File: src/rtl/pc_call_stack_if.sv
// rtl/pc_call_stack_if.sv - command and status bundle between fetch and the PC/call stack
interface pc_call_stack_if #(
    parameter int W     = 16,
    parameter int DEPTH = 8
);
    localparam int SPW = $clog2(DEPTH) + 1;

    logic           cs;
    logic           inc;
    logic           l;
    logic [W-1:0]   load;
    logic           call;
    logic           ret;
    logic           err_clr;
    logic [W-1:0]   DOut;
    logic [SPW-1:0] sp;
    logic           full;
    logic           empty;
    logic           err;

    // Fetch side issues commands and observes the PC and stack status
    modport master (
        output cs, inc, l, load, call, ret, err_clr,
        input  DOut, sp, full, empty, err
    );

    // PC/stack side accepts commands and reports the PC and stack status
    modport slave (
        input  cs, inc, l, load, call, ret, err_clr,
        output DOut, sp, full, empty, err
    );
endinterface

File: src/rtl/pc_call_stack.sv
// rtl/pc_call_stack.sv - program counter with return-address stack, step and reset vector
module pc_call_stack #(
    parameter int             W         = 16,
    parameter int             DEPTH     = 8,
    parameter int             STEP      = 1,
    parameter logic [W-1:0]   RESET_VAL = '0
) (
    input  logic          clk,
    input  logic          re,
    pc_call_stack_if.slave bus
);
    localparam int IDXW = $clog2(DEPTH);
    localparam int SPW  = IDXW + 1;

    localparam logic [W-1:0]   STEP_W  = W'(STEP);
    localparam logic [SPW-1:0] DEPTH_W = SPW'(DEPTH);
    localparam logic [SPW-1:0] ONE_SP  = SPW'(1);

    // One action per edge; ret outranks call outranks load outranks inc
    typedef enum logic [2:0] {
        OP_HOLD,
        OP_RET,
        OP_CALL,
        OP_LOAD,
        OP_INC
    } op_e;

    op_e            op;

    logic [W-1:0]   dout_q, dout_d;
    logic [SPW-1:0] sp_q, sp_d;
    logic           err_q, err_d;
    logic [W-1:0]   stack_q [DEPTH];
    logic [W-1:0]   stack_d [DEPTH];

    logic           full_w;
    logic           empty_w;
    logic [SPW-1:0] sp_dec;
    logic [IDXW-1:0] top_idx;
    logic [IDXW-1:0] push_idx;
    logic [W-1:0]   ret_addr;

    // Status is decoded from the registered depth only, so it never glitches with inputs
    assign full_w   = (sp_q == DEPTH_W);
    assign empty_w  = (sp_q == '0);

    // Top-of-stack sits one below sp; the next free slot is at sp itself
    assign sp_dec   = sp_q - ONE_SP;
    assign top_idx  = sp_dec[IDXW-1:0];
    assign push_idx = sp_q[IDXW-1:0];
    assign ret_addr = dout_q + STEP_W;

    // Resolve the single winning command; chip select gates everything
    always_comb begin
        op = OP_HOLD;
        if (bus.cs) begin
            if (bus.ret) begin
                op = OP_RET;
            end else if (bus.call) begin
                op = OP_CALL;
            end else if (bus.l) begin
                op = OP_LOAD;
            end else if (bus.inc) begin
                op = OP_INC;
            end
        end
    end

    // Next-state for PC, depth, stack and sticky error; a fault on the same edge beats err_clr
    always_comb begin
        dout_d  = dout_q;
        sp_d    = sp_q;
        err_d   = err_q;
        stack_d = stack_q;

        if (bus.cs && bus.err_clr) begin
            err_d = 1'b0;
        end

        unique case (op)
            OP_RET: begin
                if (!empty_w) begin
                    dout_d = stack_q[top_idx];
                    sp_d   = sp_dec;
                end else begin
                    err_d  = 1'b1;
                end
            end
            OP_CALL: begin
                // The jump is taken even when the return address cannot be saved
                dout_d = bus.load;
                if (!full_w) begin
                    stack_d[push_idx] = ret_addr;
                    sp_d              = sp_q + ONE_SP;
                end else begin
                    err_d = 1'b1;
                end
            end
            OP_LOAD: begin
                dout_d = bus.load;
            end
            OP_INC: begin
                dout_d = dout_q + STEP_W;
            end
            default: begin
            end
        endcase
    end

    // PC, depth and error flag reset asynchronously; reset empties the stack by clearing sp
    always_ff @(posedge clk or negedge re) begin
        if (!re) begin
            dout_q <= RESET_VAL;
            sp_q   <= '0;
            err_q  <= 1'b0;
        end else begin
            dout_q <= dout_d;
            sp_q   <= sp_d;
            err_q  <= err_d;
        end
    end

    // Stack entries need no reset: nothing above sp is ever read
    always_ff @(posedge clk) begin
        stack_q <= stack_d;
    end

    assign bus.DOut  = dout_q;
    assign bus.sp    = sp_q;
    assign bus.full  = full_w;
    assign bus.empty = empty_w;
    assign bus.err   = err_q;

endmodule

File: src/flat_wrapper.sv
// flat-port wrapper written by rule: the top's interface ports become plain ports
module pc_call_stack_flat 
#(
    parameter int             W         = 16,
    parameter int             DEPTH     = 8,
    parameter int             STEP      = 1,
    parameter logic [W-1:0]   RESET_VAL = '0
)
  (clk, re, bus_cs, bus_inc, bus_l, bus_load, bus_call, bus_ret, bus_err_clr, bus_DOut, bus_sp, bus_full, bus_empty, bus_err);
  pc_call_stack_if #(.W(W), .DEPTH(DEPTH)) bus_i ();
  input  logic clk;
  input  logic re;
  input wire logic [$bits(bus_i.cs)-1:0] bus_cs;
  input wire logic [$bits(bus_i.inc)-1:0] bus_inc;
  input wire logic [$bits(bus_i.l)-1:0] bus_l;
  input wire logic [$bits(bus_i.load)-1:0] bus_load;
  input wire logic [$bits(bus_i.call)-1:0] bus_call;
  input wire logic [$bits(bus_i.ret)-1:0] bus_ret;
  input wire logic [$bits(bus_i.err_clr)-1:0] bus_err_clr;
  output wire logic [$bits(bus_i.DOut)-1:0] bus_DOut;
  output wire logic [$bits(bus_i.sp)-1:0] bus_sp;
  output wire logic [$bits(bus_i.full)-1:0] bus_full;
  output wire logic [$bits(bus_i.empty)-1:0] bus_empty;
  output wire logic [$bits(bus_i.err)-1:0] bus_err;
  assign bus_i.cs = bus_cs;
  assign bus_i.inc = bus_inc;
  assign bus_i.l = bus_l;
  assign bus_i.load = bus_load;
  assign bus_i.call = bus_call;
  assign bus_i.ret = bus_ret;
  assign bus_i.err_clr = bus_err_clr;
  assign bus_DOut = bus_i.DOut;
  assign bus_sp = bus_i.sp;
  assign bus_full = bus_i.full;
  assign bus_empty = bus_i.empty;
  assign bus_err = bus_i.err;
  pc_call_stack #(.W(W), .DEPTH(DEPTH), .STEP(STEP), .RESET_VAL(RESET_VAL)) u_core (.clk(clk), .re(re), .bus(bus_i));
endmodule
File: config.mk
export PLATFORM = sky130hd
export DESIGN_NAME = pc_call_stack_flat
export DESIGN_NICKNAME = d
export VERILOG_FILES = /design/src/rtl/pc_call_stack_if.sv /design/src/rtl/pc_call_stack.sv /design/src/flat_wrapper.sv
export SDC_FILE = /design/constraint.sdc
export NUM_CORES = 1
export LEC_CHECK = 0
export CAP_MARGIN = 20
export CORE_MARGIN = 4
export CORE_UTILIZATION = 58
export CTS_CLUSTER_SIZE = 20
export DETAILED_ROUTE_END_ITERATION = 6
export GPL_TIMING_DRIVEN = 0
export PLACE_DENSITY = 0.8
export SETUP_SLACK_MARGIN = 0.02
export SYNTH_ARGS = -nofsm -noshare
export SYNTH_HDL_FRONTEND = slang
export SYNTH_SLANG_ARGS = --single-unit
File: constraint.sdc
create_clock -name clk -period 3.6 [get_ports clk]
set_clock_uncertainty 0.1 [all_clocks]
set_input_delay 0.54 -clock clk [delete_from_list [all_inputs] [get_ports clk]]
set_output_delay 0.54 -clock clk [all_outputs]
set_load 0.02 [all_outputs]
==> impl_metrics.csv <==
group,metric,value,unit
layout,antenna_cells,0,
global_route,grt_pass1_vias,4449,
critical_path,reg2reg_depth,9,
detailed_routing,drt_wl_total,16600,um
clock_network,clkTransAtPathRegs,0.06,ns
synthesis,synthesis.nets,469,
clock_network,cts.repair.resized,2,
clock_network,postCtsSetupRepairBufs,0,
layout,fillers,650,
layout,syn_to_final_growth,22.1,%
die,core-area,10800,um^2
critical_path,worstPathMaxFanout,10,
power_and_ir_drop,p_per_area,892,nW/um^2
die,start_util,59.0,%
sta,slew_violations,0,
die,die_w,113,um
run_status,status,"finished clean",
critical_path,required,3.92,ns
clock_network,cts_hold_buf,0,
synthesis,yosys_most_used_dff,"edfxtp_1",
placement,dp_hpwl,11000,um
clock_network,clockBufferDepth,2,
min_path,hold_path.class,"input pin to async pin",
die,num_rows,38,
sta,tightest_slew,1.09,ns
placement,gp_congestion,0.884,
synthesis,syn_avg_cell_area,14.4,um^2
synthesis,ys_ff_latch,149,
clock_network,cts_buffers,17,
placement,portBuffers,46,
sta,tns,0,ns
die,die_h,113,um
global_route,grt_usage,27.3,%
power_and_ir_drop,irDropWorstVdd,0.405,mV
detailed_routing,vias,4366,
sta,slew_headroom,27.1,%
sta,timing.final.crit_share,94.4,%
power_and_ir_drop,leakage,2.71,nW
clock_network,cts_tree,"built",
clock_network,clk_latency,0.54,ns
synthesis,ys_types,46,
global_route,grt_overflow,0,
placement,placed_area,7220,um^2
layout,layout-drive-gt1-share,16.2,%
synthesis,yosysWarnings,0,
synthesis,synthArstFlopShare,14.1,%
synthesis,synth_edf_count,128,
sta,setup_viol,0,
clock_network,htreeDepth,4,
die,io_pins,47,
detailed_routing,drcViolationCount,0,
detailed_routing,via_per_inst,6.51,
detailed_routing,drt_iter0_drc,531,
sta,hold_viol,0,
clock_network,cts_num_sinks,149,
critical_path,critPathCaptureType,"flip-flop",
detailed_routing,drt-wirelength-per-cell,24.7,um
clock_network,root_buffer,"clkbuf_8",
detailed_routing,firstDrtPassIters,5,
flow_run,max-cap-violations,0,
synthesis,synth-seq-area-share,68.6,%
sta,rsz0062_at_grt,"no",
placement,dpl_worst_slack,0.290,ns
critical_path,crit_type,"flip-flop to flip-flop",
sta,fin_ws,0.202,ns
layout,design_area,7780,um^2
global_route,grt_first_pass_wirelength,25600,um
synthesis,syn_inst,442,
critical_path,startpoint_type,"flip-flop",
synthesis,synth_area,6370,um^2
sta,timing.fmax,294,MHz
detailed_routing,ant_nets,0,
global_route,grt_max_degree,17,
sta,period_minus_slack,3.40,ns
global_route,antenna_found_initial,0,
die,die-area,12700,um^2
critical_path,cp.arrival,3.72,ns
layout,final_nets,545,
==> final timing paths <==
path	startpoint	to	slack (ns)
max in group asynchronous	re	u_core.bus.DOut[0]$_DFFE_PN0P_	2.57
max	u_core.bus.sp[0]$_DFFE_PN0P_	u_core.bus.DOut[15]$_DFFE_PN0P_	0.20
min in group clk	bus_load[12]	u_core.bus.DOut[12]$_DFFE_PN0P_	0.47
min reg2reg	u_core.bus.DOut[14]$_DFFE_PN0P_	u_core.bus.DOut[14]$_DFFE_PN0P_	0.48
min	re	u_core.bus.DOut[5]$_DFFE_PN0P_	0.30
max reg2reg	u_core.bus.sp[0]$_DFFE_PN0P_	u_core.bus.DOut[15]$_DFFE_PN0P_	0.20
==> stage by stage <==
| stage | power [mW] | utilization, % | hold slack, ns | std cells |
|---|---|---|---|---|
| final | 6.94 | 72.1 | 0.300 | 671 |
| after global routing | 7.23 | 72.1 | 0.354 | 671 |
| after global placement | 5.07 | 64.9 | 0.452 | 628 |
| after floorplan | 4.27 | - | 0.144 | 442 |
| after CTS | 6.91 | 72.1 | 0.320 | 671 |
| after detailed placement | 5.23 | 66.9 | 0.450 | 639 |
==> cells by family after synthesis <==
| logic type | count (synthesis) | share of synthesized area (%) |
|---|---|---|
| DFF | 149 | 68.6 |
| buffers and inverters | 27 | 1.96 |
| AOI/OAI and AO/OA | 61 | 6.40 |
| and+or+nand+nor | 158 | 11.5 |
| adders and majority gates | 3 | 0.589 |
| muxes | 26 | 8.41 |
| xor gates and xnor gates | 18 | 2.59 |
==> synth_stat cells (all sizes together), types with 3 or more instances <==
cell type | number | area share [%]
nor2 | 23 | 1.4
mux2i | 4 | 0.63
clkbuf | 7 | 0.41
nor4 | 4 | 0.63
inv | 9 | 0.53
edfxtp | 128 | 60
a31oi | 5 | 0.49
and2 | 4 | 0.39
a32oi | 3 | 0.41
nand2 | 73 | 4.3
nor3 | 8 | 0.63
a221oi | 8 | 1.1
nand2b | 3 | 0.29
nand3 | 27 | 2.1
ha | 3 | 0.59
nand4 | 6 | 0.59
dfrtp | 21 | 8.2
buf | 11 | 1.0
o21ai | 8 | 0.63
and3 | 3 | 0.29
mux4 | 22 | 7.8
xor2 | 8 | 1.2
a21oi | 22 | 1.7
xnor2 | 10 | 1.4
==> layout make-up <==
type	instances	area [um^2]	area share, %
sequential	149	4370	56.2
multi-input combinational	266	1910	24.5
timing repair buffer	57	643	8.27
clock buffer	18	418	5.37
tap	140	175	2.25
clock inverter	14	139	1.79
buffer	18	91.3	1.17
inverter	9	33.8	0.434
==> placed cells by master (no fill, tap or decap), drive strengths merged, types with 4 or more instances in the layout <==
cell type and count:
a21oi 22, a221oi 8, a31oi 5, and2 4, buf 22, clkbuf 25, clkdlybuf4s50 45, clkinv 7
clkinvlp 5, dfrtp 21, edfxtp 128, inv 9, mux2i 4, mux4 22, nand2 73, nand3 27
nand4 6, nor2 23, nor3 8, nor4 4, o21ai 8, xnor2 10, xor2 8
==> registers in the layout, indices dropped and copies added (netlist names) <==
name             cells
u_core.bus.err       1
u_core.bus.DOut     16
u_core.stack_q     128
u_core.bus.sp        4
==> per-layer routing <==
layer / vias up / wire length [um] / track usage, %
met5: - / 0 / 0
met4: 0 / 495 / 11.3
met3: 53 / 1650 / 7.06
met2: 313 / 8260 / 43.2
met1: 2150 / 6170 / 36.6
li1: 1850 / - / -
==> critical path, cell delays in order, from the launching register on <==
cell and delay, ns:
dfrtp_1 0.37, buf_2 0.23, buf_4 0.26, inv_1 0.13, ha_2 0.35, clkbuf_1 0.50, nor2b_1 0.62, a31oi_1 0.20
and4_1 0.25, a211o_1 0.26
==> report_power, final <==
part | total [mW] | internal [mW] | switching [mW]
sequential | 2.55 | 2.35 | 0.205
combinational | 2.71 | 1.04 | 1.67
clock | 1.67 | 0.978 | 0.695
(Power assumes the default switching activity.)
